File: config.mk
export PLATFORM = sky130hd
export DESIGN_NAME = router_allocator
export DESIGN_NICKNAME = d
export VERILOG_FILES = /design/src/rtl/router_pkg.sv /design/src/rtl/router_allocator.sv
export SDC_FILE = /design/constraint.sdc
export NUM_CORES = 1
export LEC_CHECK = 0
export ABC_AREA = 1
export BUFFER_PORTS_ARGS = -buffer_cell sky130_fd_sc_hd__buf_2
export CAP_MARGIN = 20
export CELL_PAD_IN_SITES_DETAIL_PLACEMENT = 1
export CELL_PAD_IN_SITES_GLOBAL_PLACEMENT = 1
export CORE_ASPECT_RATIO = 0.75
export CORE_MARGIN = 1.5
export CORE_UTILIZATION = 37
export DETAILED_ROUTE_END_ITERATION = 8
export HOLD_SLACK_MARGIN = 0.12
export PLACE_DENSITY_LB_ADDON = 0.1
export SETUP_SLACK_MARGIN = 0.05
export SLEW_MARGIN = 20
export SYNTH_ARGS = -nofsm -noshare
export SYNTH_HDL_FRONTEND = slang
export SYNTH_SLANG_ARGS = --single-unit
export TNS_END_PERCENT = 1
File: constraint.sdc
create_clock -name clk -period 3.8 [get_ports clk]
set_input_delay 0.19 -clock clk [delete_from_list [all_inputs] [get_ports clk]]
set_output_delay 0.19 -clock clk [all_outputs]
set_load 0.02 [all_outputs]
File: src/rtl/router_pkg.sv
`default_nettype none
// ============================================================================
// Module   : router_pkg
// Purpose  : Shared types and constants for the BrainDrizzle router slice.
//            Holds the allocator state encoding and the flit/link widths.
// Ports    : none (package)
// Revision : 1.0 - initial release
// ============================================================================
package router_pkg;

    // Allocator ownership of one output port.
    typedef enum logic [1:0] {
        IDLE   = 2'd0,
        GRANT0 = 2'd1,
        GRANT1 = 2'd2
    } alloc_state_t;

    // Flit payload width.
    localparam int FLIT_W = 11;

    // Physical link width (flit payload plus link-level sideband).
    localparam int LINK_W = 14;

endpackage : router_pkg
`default_nettype wire

File: src/rtl/router_allocator.sv
`default_nettype none
// ============================================================================
// Module   : router_allocator
// Purpose  : Wormhole output allocator for one router output port. Two input
//            controllers compete for the port. Arbitration is round-robin per
//            packet. A grant is held from the head flit until the tail flit
//            has transferred. Accepted flits are registered one cycle and
//            written into the downstream output FIFO.
// Ports    : clk           - system clock
//            rst_n         - asynchronous active-low reset
//            req_0/1       - requester has a valid flit on data_in_0/1
//            tail_0/1      - current flit is the last flit of its packet
//            data_in_0/1   - requester flit
//            out_FIFO_full - output FIFO cannot accept a write
//            ready_0/1     - flit accepted this cycle when req is high
//            out_FIFO_wr   - output FIFO write strobe
//            data_out      - flit to the output FIFO
//            busy          - a packet currently holds the port
//            pkt_count     - number of tail flits forwarded (wraps)
// Revision : 1.0 - initial release
// ============================================================================
module router_allocator
    import router_pkg::*;
#(
    parameter int DATA_W = FLIT_W,
    parameter int CNT_W  = 16
) (
    input  logic              clk,
    input  logic              rst_n,
    input  logic              req_0,
    input  logic              tail_0,
    input  logic [DATA_W-1:0] data_in_0,
    input  logic              req_1,
    input  logic              tail_1,
    input  logic [DATA_W-1:0] data_in_1,
    input  logic              out_FIFO_full,
    output logic              ready_0,
    output logic              ready_1,
    output logic              out_FIFO_wr,
    output logic [DATA_W-1:0] data_out,
    output logic              busy,
    output logic [CNT_W-1:0]  pkt_count
);

    alloc_state_t      r_state;
    alloc_state_t      w_state_nxt;
    logic              r_ptr;       // requester that wins the next tie in IDLE
    logic              r_wr;
    logic [DATA_W-1:0] r_data;
    logic [CNT_W-1:0]  r_cnt;

    logic              w_xfer_0;
    logic              w_xfer_1;
    logic              w_tail_xfer_0;
    logic              w_tail_xfer_1;

    // Ready depends only on ownership and FIFO headroom, never on req, so a
    // requester can safely hold its flit until it observes ready.
    assign ready_0       = (r_state == GRANT0) & ~out_FIFO_full;
    assign ready_1       = (r_state == GRANT1) & ~out_FIFO_full;

    assign w_xfer_0      = req_0 & ready_0;
    assign w_xfer_1      = req_1 & ready_1;
    assign w_tail_xfer_0 = w_xfer_0 & tail_0;
    assign w_tail_xfer_1 = w_xfer_1 & tail_1;

    // ------------------------------------------------------------------------
    // Next-state logic. On a tail transfer the other requester is served
    // first if it is waiting, so back-to-back packets alternate with no
    // bubble. A granted requester that drops req mid-packet keeps the port.
    // ------------------------------------------------------------------------
    always_comb begin
        w_state_nxt = r_state;
        case (r_state)
            IDLE: begin
                if (req_0 && req_1) begin
                    w_state_nxt = r_ptr ? GRANT1 : GRANT0;
                end else if (req_0) begin
                    w_state_nxt = GRANT0;
                end else if (req_1) begin
                    w_state_nxt = GRANT1;
                end
            end
            GRANT0: begin
                if (w_tail_xfer_0) begin
                    if (req_1) begin
                        w_state_nxt = GRANT1;
                    end else if (req_0) begin
                        w_state_nxt = GRANT0;
                    end else begin
                        w_state_nxt = IDLE;
                    end
                end
            end
            GRANT1: begin
                if (w_tail_xfer_1) begin
                    if (req_0) begin
                        w_state_nxt = GRANT0;
                    end else if (req_1) begin
                        w_state_nxt = GRANT1;
                    end else begin
                        w_state_nxt = IDLE;
                    end
                end
            end
            default: begin
                w_state_nxt = IDLE;
            end
        endcase
    end

    always_ff @(posedge clk or negedge rst_n) begin
        if (!rst_n) begin
            r_state <= IDLE;
        end else begin
            r_state <= w_state_nxt;
        end
    end

    // Priority moves only when a packet completes, giving per-packet fairness.
    always_ff @(posedge clk or negedge rst_n) begin
        if (!rst_n) begin
            r_ptr <= 1'b0;
        end else if (w_tail_xfer_0) begin
            r_ptr <= 1'b1;
        end else if (w_tail_xfer_1) begin
            r_ptr <= 1'b0;
        end
    end

    // Output register: data_out keeps its last value when no write occurs.
    always_ff @(posedge clk or negedge rst_n) begin
        if (!rst_n) begin
            r_wr   <= 1'b0;
            r_data <= '0;
        end else begin
            r_wr <= w_xfer_0 | w_xfer_1;
            if (w_xfer_0) begin
                r_data <= data_in_0;
            end else if (w_xfer_1) begin
                r_data <= data_in_1;
            end
        end
    end

    always_ff @(posedge clk or negedge rst_n) begin
        if (!rst_n) begin
            r_cnt <= '0;
        end else if (w_tail_xfer_0 || w_tail_xfer_1) begin
            r_cnt <= r_cnt + CNT_W'(1);
        end
    end

    assign out_FIFO_wr = r_wr;
    assign data_out    = r_data;
    assign busy        = (r_state != IDLE);
    assign pkt_count   = r_cnt;

endmodule : router_allocator
`default_nettype wire

==> results of run 1 <==
-- path summary, 6_finish.rpt --
| path | start | end | slack, ns | cells past startpoint |
|---|---|---|---|---|
| setup / recovery | r_state[1]$_DFFE_PN0P_ | pkt_count[15]$_DFFE_PN0P_ | 1.54 | 8 |
| hold / removal | data_in_1[0] | data_out[0]$_DFFE_PN0P_ | 0.16 | 3 |
| setup reg to reg | r_state[1]$_DFFE_PN0P_ | pkt_count[15]$_DFFE_PN0P_ | 1.54 | 8 |
| hold reg to reg | data_out[2]$_DFFE_PN0P_ | data_out[2]$_DFFE_PN0P_ | 0.52 | 2 |
| max in group asynchronous | rst_n | pkt_count[8]$_DFFE_PN0P_ | 2.83 | 2 |
| min in group asynchronous | rst_n | data_out[0]$_DFFE_PN0P_ | 0.51 | 2 |
-- power by group --
part / switching [uW] / total, uW / leakage [uW] / internal (uW)
registers: 117 / 567 / 0.000397 / 450
clock network: 126 / 268 / 0.0000470 / 142
logic: 398 / 613 / 0.000635 / 214
total: 640 / 1450 / 0.00108 / 807
-- worst max-delay path, cell delays in order, from the launching register on --
cell	delay (ns)
dfrtp_1	0.42
inv_2	0.08
nand2_1	0.10
nor3_2	0.59
nand2_1	0.19
nand2_2	0.41
inv_2	0.18
nand2_1	0.10
nand2_1	0.07
-- through the flow --
| stage | hold slack [ns] | power (uW) | util (%) | instance area (sq um) |
|---|---|---|---|---|
| 2_1_floorplan | -0.106 | 975 | - | 1720 |
| 3_3_place_gp | 0.284 | 1180 | 45.8 | 2040 |
| 3_5_place_dp | 0.295 | 1190 | 45.8 | 2040 |
| 4_1_cts | 0.155 | 1470 | 48.0 | 2140 |
| 5_1_grt | 0.173 | 1570 | 48.0 | 2140 |
| 6_report | 0.161 | 1450 | 48.0 | 2140 |
-- cells in the final DEF, fill, tap and decap left out --
cell           Yosys  routed
xor2_1             3       3
a21oi_1            2       2
nor2_1            31      31
clkbuf_8           0       6
nand4_1            5       5
nand3b_1           3       3
nand2_2            1       1
nor3_1             1       1
clkinv_2           0       1
nand2_1           70      70
o21ai_1           20      20
xor2_2             1       1
buf_2              4      59
nor2_2             2       2
ha_1               1       1
nor3_2             1       1
dfrtp_1           31      31
dlygate4sd3_1      0       1
inv_2              4       4
a31oi_1            3       3
nand3_1           18      18
inv_1             16      16
o21ai_0           12      12
xnor2_1            3       3
-- sequential cells by signal (all words and copies together), names as in the netlist --
name	flops
data_out	11
out_FIFO_wr	1
pkt_count	16
r_ptr	1
r_state	2
-- routing by layer --
metal  vias up  GRT usage [%]
met5         -              0
met4         0           6.36
met3         4           4.41
met1       831           32.3
met2        40           30.2
li1        877              -
-- cell type report --
cell class / instances / area share (%)
inverter: 20 / 3.50
tap: 57 / 3.33
multi-input combinational: 177 / 38.6
clock buffer: 6 / 3.86
sequential: 31 / 36.2
timing repair buffer: 60 / 14.3
clock inverter: 1 / 0.234
-- kinds of logic after synthesis --
family | after synthesis
AO/OA/AOI/OAI | 37
AND/OR/NAND/NOR | 132
adder cells (fa/ha/maj) | 1
XOR/XNOR | 7
flip-flops | 31
buffers and inverters | 27
==> results.md, run 1 <==
* Power per cell area at 676 mW/mm^2
* Register area share after synthesis at ~45%
* Post-synth top area cell: dfrtp_1
* Fmax at 0.443 GHz
* ANT nets after route at 0
* Proportion of layout cells with a drive suffix above 1 at roughly a quarter
* Top-area cell type share of the netlist area at between 40 and 50%
* Die X at 81.8 microns
* Final Hold Vio Count at 0
* Cts hold-fix bufs at 1
* Total die area at between 0.005 and 0.006 sq mm
* CP Launch Type: flop
* Root buffer cell: clkbuf_8
* Hold WC Path Type: in -> reg
* Placed cell count at 344
* CP endpoint kind: flop
* Number of global-route vias before repair at ~1700
* Worst setup margin at 1.54 ns
* Area growth from synthesis to layout at 24.2%
* Synth Flop Type: dfrtp_1
* Post-synth EDFFs at 0
* Vias per inst at roughly 5
* Total wire length at just under 5 mm
* Setup violations, final at 0
* H-tree levels at 2
* Largest net degree at the start of global routing at 32
* Inserted Clock Buffers at 5
* MaxCap Viol Count at 0
* Synth Area in XOR/XNOR at ~4.0%
* Top Layer Used: met4
* Core area at 0.00447 sq mm
* CTS max path bufs at 2
* Clk_lat worst skew at between 0.2 and 0.3 ns
* Synth Warn # at 0
* Core Rows at 21
* Remaining global-route overflow at 0
* Routed length on met3 at 228 microns
* Cell Area, Synth at between 0.0015 and 0.002 sq mm
* Clock Skews at 0.00341 ns
* Final Max Slew Viols at 0
* CTS Sinks at 31
* Synth Register Bits at 31
* Nets@finish at 325
* Gr usage total at a little over a fifth
* Sequential cell area at 776 sq um
* Met1 WL at about 2.5 mm
* Initial antenna violation count at 0
* Peak supply drop at 0.275 mV
* Diodes inserted at 0
* Metal2 WL at between 2 and 2.5 mm
* Slew margin rel. at between 40% and 50%
* Worst-Margin Slew at 0.752 ns
* DP HPWL at about 3.6 mm
* Main combinational cell family by area after synthesis: simple AND/OR/NAND/NOR gates
* First-pass GRT wire length at 8.34 mm
* I/O Buffers at a little under 60
* Compound-Gate Fraction of Synth Area at 11.0%
* Mux share of post-synthesis cell area at 0%
* Post-synthesis cell count at about 240
* Clock slew at reported path FFs at around 0.070 ns
* Post-Synth Adder-Cell Area at 0.726%
* WP data arrival at approximately 2.4 ns
* Initial DRC count at about 80
* GP Congestion at 0.803
* CTS tree: built
* RSZ-0062 raised after global routing: no
* Syn_area_per_cell at roughly 7.3 sq um
* Pre-CTS setup slack at 1.52 ns
* Critical path data required time at between 3 and 4 ns
* # Post-CTS Setup Buffers at 0
* 1st-pass router iterations at 4
* Finished Layout Cells at roughly 350
* Post_cts resized at 0
* Crit Path Category: reg -> reg
* Synth Net Count at 265
* Async set-or-reset flop fraction in the synthesized netlist at 100%
* Initial Utilization at about two fifths
* Netlist cell types at 23
* Post-route minimum period at 2.26 ns
* Leak Pwr at between 0.001 and 0.0015 uW
* Top Ports at 60
* Crit path max fanout at 23
* Ranking of synthesized cells by area: dfrtp_1 (45%), nand2_1 (15%), nor2_1 (6.7%)
* Final period utilization at between 50 and 60%
* Residual DRC at 0
* Die Y at around 62 microns
* Commonest cells post-synth: nand2_1 (70), dfrtp_1 (31), nor2_1 (31)
* Fillcell total at just over 600
* Synth Area in Simple Gates at 32.3%
* Vias post-DR at 1752
* Area of the multi-input gates at 827 sq um
* Final setup TNS at 0 ns
* Status: finished, final reports clean
* DR WL/cell at about 14 microns
* Most frequent cell after synthesis: nand2_1
(Power assumes the default switching activity.)
==> inputs of run 2 (changes only) <==
--- a/config.mk
+++ b/config.mk
@@ -12,7 +12,7 @@
 export CELL_PAD_IN_SITES_GLOBAL_PLACEMENT = 1
 export CORE_ASPECT_RATIO = 0.75
 export CORE_MARGIN = 1.5
-export CORE_UTILIZATION = 37
+export CORE_UTILIZATION = 35
 export DETAILED_ROUTE_END_ITERATION = 8
 export HOLD_SLACK_MARGIN = 0.12
 export PLACE_DENSITY_LB_ADDON = 0.1
==> constraint.sdc (replaced) <==
create_clock -name clk -period 2.2 [get_ports clk]
set_input_delay 0.11 -clock clk [delete_from_list [all_inputs] [get_ports clk]]
set_output_delay 0.11 -clock clk [all_outputs]
set_load 0.02 [all_outputs]
==> run 2 against run 1 <==
  * Power rose by 86%
  * Clock skew is 0.0019 ns higher
  * Maximum frequency grew 19%
  * Worst hold slack got worse by 0.045 ns
  * Register-to-register slack worse by 1.2 ns
  * Die area increased by 5.5%
  * Wire length up 4.6%
  * Critical path type unchanged
  * Largest cell class unchanged
==> results.md, run 2 (synthesized netlist as in run 1, its figures left out) <==
* 1st-pass router iterations at 4 (unchanged)
* Vias post-DR at 1812 (was 1752)
* Sw Share at 41.6% (was 44.3%)
* Remaining global-route overflow at 0 (unchanged)
* Vias per inst at 4.91 (was 4.98)
* Die X at 84.0 microns (was 81.8 microns)
* Crit path max fanout at 12 (was 23)
* CTS tree: built (unchanged)
* ANT nets after route at 0 (unchanged)
* Max reg flops at 16 (unchanged)
* Status: finished, final reports clean (unchanged)
* Diodes inserted at 0 (unchanged)
* DR WL/cell at 13.6 microns (was 13.7 microns)
* Post-route minimum period at 1.89 ns (was 2.26 ns)
* Slew margin rel. at 52.1% (was 49.6%)
* Critical path data required time at 2.41 ns (was 3.96 ns)
* Inserted Clock Buffers at 5 (unchanged)
* Top Ports at 60 (unchanged)
* Gr usage total at 20.8% (was 21.3%)
* Clk_lat worst skew at 0.28 ns (about the same)
* Worst-Margin Slew at 0.718 ns (was 0.752 ns)
* Final Hold Vio Count at 0 (unchanged)
* GP Congestion at 0.830 (was 0.803)
* Peak supply drop at 0.488 mV (was 0.275 mV)
* I/O Buffers at 59 (unchanged)
* Sw Pwr at 1120 uW (was 640 uW)
* Largest net degree at the start of global routing at 32 (unchanged)
* Core area at 0.00460 sq mm (was 0.00447 sq mm)
* Nets@finish at 341 (was 325)
* H-tree levels at 2 (unchanged)
* Number of global-route vias before repair at 1861 (was 1734)
* Area growth from synthesis to layout at 34.8% (was 24.2%)
* WP buf/inv at 2 (unchanged)
* Final Max Slew Viols at 0 (unchanged)
* Leak Pwr at 0.00116 uW (was 0.00108 uW)
* Core Rows at 21 (unchanged)
* Initial DRC count at 102 (was 82)
* Cell Int Power at 1570 uW (was 807 uW)
* Setup violations, final at 0 (unchanged)
* Initial antenna violation count at 0 (unchanged)
* Power per cell area at 1160 mW/mm^2 (was 676 mW/mm^2)
* First-pass GRT wire length at 8.89 mm (was 8.34 mm)
* Fmax at 0.528 GHz (was 0.443 GHz)
* CP endpoint kind: flop (unchanged)
* Critical path's largest stage delay at 0.55 ns (was 0.59 ns)
* Final setup TNS at 0 ns (unchanged)
* WP data arrival at 2.11 ns (was 2.42 ns)
* Final instance area at 0.00232 sq mm (was 0.00214 sq mm)
* Crit-path slowest cell: dlygate4sd3_1 (was nor3_2)
* Root buffer cell: clkbuf_8 (unchanged)
* Proportion of layout cells with a drive suffix above 1 at 26.0% (was 25.4%)
* Total wire length at 5.03 mm (was 4.81 mm)
* Power Total at 2690 uW (was 1450 uW)
* CTS max path bufs at 2 (unchanged)
* Initial Utilization at 37.5% (was 38.6%)
* CTS Sinks at 31 (unchanged)
* Final period utilization at 86.1% (was 59.5%)
* Most common cell after layout, fill and taps aside: nand2_1 (unchanged)
* DP HPWL at 3.65 mm (was 3.59 mm)
* CP Launch Type: flop (unchanged)
* Total die area at 0.00536 sq mm (was 0.00508 sq mm)
* Clock power share at 21.6% (was 18.5%)
* Hold WC Path Type: in -> reg (unchanged)
* Core Util, Final at 50.6% (was 48.0%)
* RSZ-0062 raised after global routing: no (unchanged)
* Clock slew at reported path FFs at 0.07 ns (about the same)
* Top delay family on crit path: buffers and inverters (was simple AND/OR/NAND/NOR gates)
* Residual DRC at 0 (unchanged)
* Crit Path Category: reg -> reg (unchanged)
* Die Y at 63.8 microns (was 62.1 microns)
* Comb pwr share at 42.4% (was 42.3%)
* Clock Skews at 0.00535 ns (was 0.00341 ns)
* Seq pwr share at 36.0% (was 39.2%)
* MaxCap Viol Count at 0 (unchanged)
* Critical Path, Cell by Cell: inv_2, nand2_1, nor2_2, nand2_1, nand2_2, o21ai_1, o21ai_1, dlygate4sd3_1 (was inv_2, nand2_1, nor3_2, nand2_1, nand2_2, inv_2, nand2_1, nand2_1)
* Placement Cell Area at 0.00207 sq mm (was 0.00204 sq mm)
* Most frequent cells in the layout: nand2_1 (69), buf_2 (59), nor2_1 (31), dfrtp_1 (31), o21ai_1 (20) (was nand2_1 (70), buf_2 (59), nor2_1 (31), dfrtp_1 (31), o21ai_1 (20))
==> run 2: changes by cell type in the layout (fill, tap and decap cells not counted), sizes merged <==
cell	before	now
bufinv	0	1
buf	59	63
dlygate4sd3	1	13
==> run 2: timing repair <==
| item | 4_1_cts | 5_1_grt |
|---|---|---|
| resized for setup | 0 | 1 |
| hold endpoints to repair | 40 | 0 |
| buffers inserted | 0 | 0 |
| setup endpoints to repair | 0 | 3 |
| hold buffers | 13 | 0 |
==> run 2: per-stage QoR <==
stage          setup slack, ns  hold slack, ns  cells
6_report                 0.305           0.117    369
3_5_place_dp             0.665           0.217    348
4_1_cts                  0.185           0.120    369
5_1_grt                  0.117           0.121    369
3_3_place_gp             0.695           0.210    348
2_1_floorplan            0.707          -0.186    235
==> run 2: power groups by stage <==
stage | clock network (uW) | logic [uW] | registers (uW)
floorplan | 0 | 510 | 1170
global placement | 0 | 1080 | 975
detailed placement | 0 | 1090 | 983
CTS | 597 | 1150 | 972
global route | 624 | 1280 | 1000
finish | 581 | 1140 | 971
==> run 2: layout make-up <==
type / instances / area [sq um]
fill: 623 / 2270
multi-input combinational: 177 / 830
sequential: 31 / 776
timing repair buffer: 76 / 455
clock buffer: 6 / 82.6
inverter: 20 / 75.1
tap: 57 / 71.3
clock inverter: 2 / 35.0
==> run 2: metal layers <==
layer / routed length, microns / GRT usage, % / vias up
li1: - / - / 912
met1: 2610 / 30.0 / 856
met2: 2190 / 32.2 / 40
met3: 195 / 4.13 / 4
met4: 35 / 5.12 / 0
met5: 0 / 0 / -
==> run 2: worst register-to-register path, cell delays in order (launching register included) <==
cell and delay (ns):
dfrtp_1 0.42, inv_2 0.08, nand2_1 0.09, nor2_2 0.14, nand2_1 0.11, nand2_2 0.21, o21ai_1 0.11, o21ai_1 0.12
dlygate4sd3_1 0.55
==> run 2: path summary, 6_finish.rpt <==
| check | startpoint | to | slack (ns) | depth (start not counted) |
|---|---|---|---|---|
| min in group asynchronous | rst_n | data_out[7]$_DFFE_PN0P_ | 0.42 | 2 |
| max reg2reg | r_state[0]$_DFFE_PN0P_ | data_out[1]$_DFFE_PN0P_ | 0.31 | 8 |
| min reg2reg | data_out[5]$_DFFE_PN0P_ | data_out[5]$_DFFE_PN0P_ | 0.52 | 2 |
| max | r_state[0]$_DFFE_PN0P_ | data_out[1]$_DFFE_PN0P_ | 0.31 | 8 |
| min | data_in_1[6] | data_out[6]$_DFFE_PN0P_ | 0.12 | 3 |
| max in group asynchronous | rst_n | pkt_count[11]$_DFFE_PN0P_ | 1.32 | 2 |
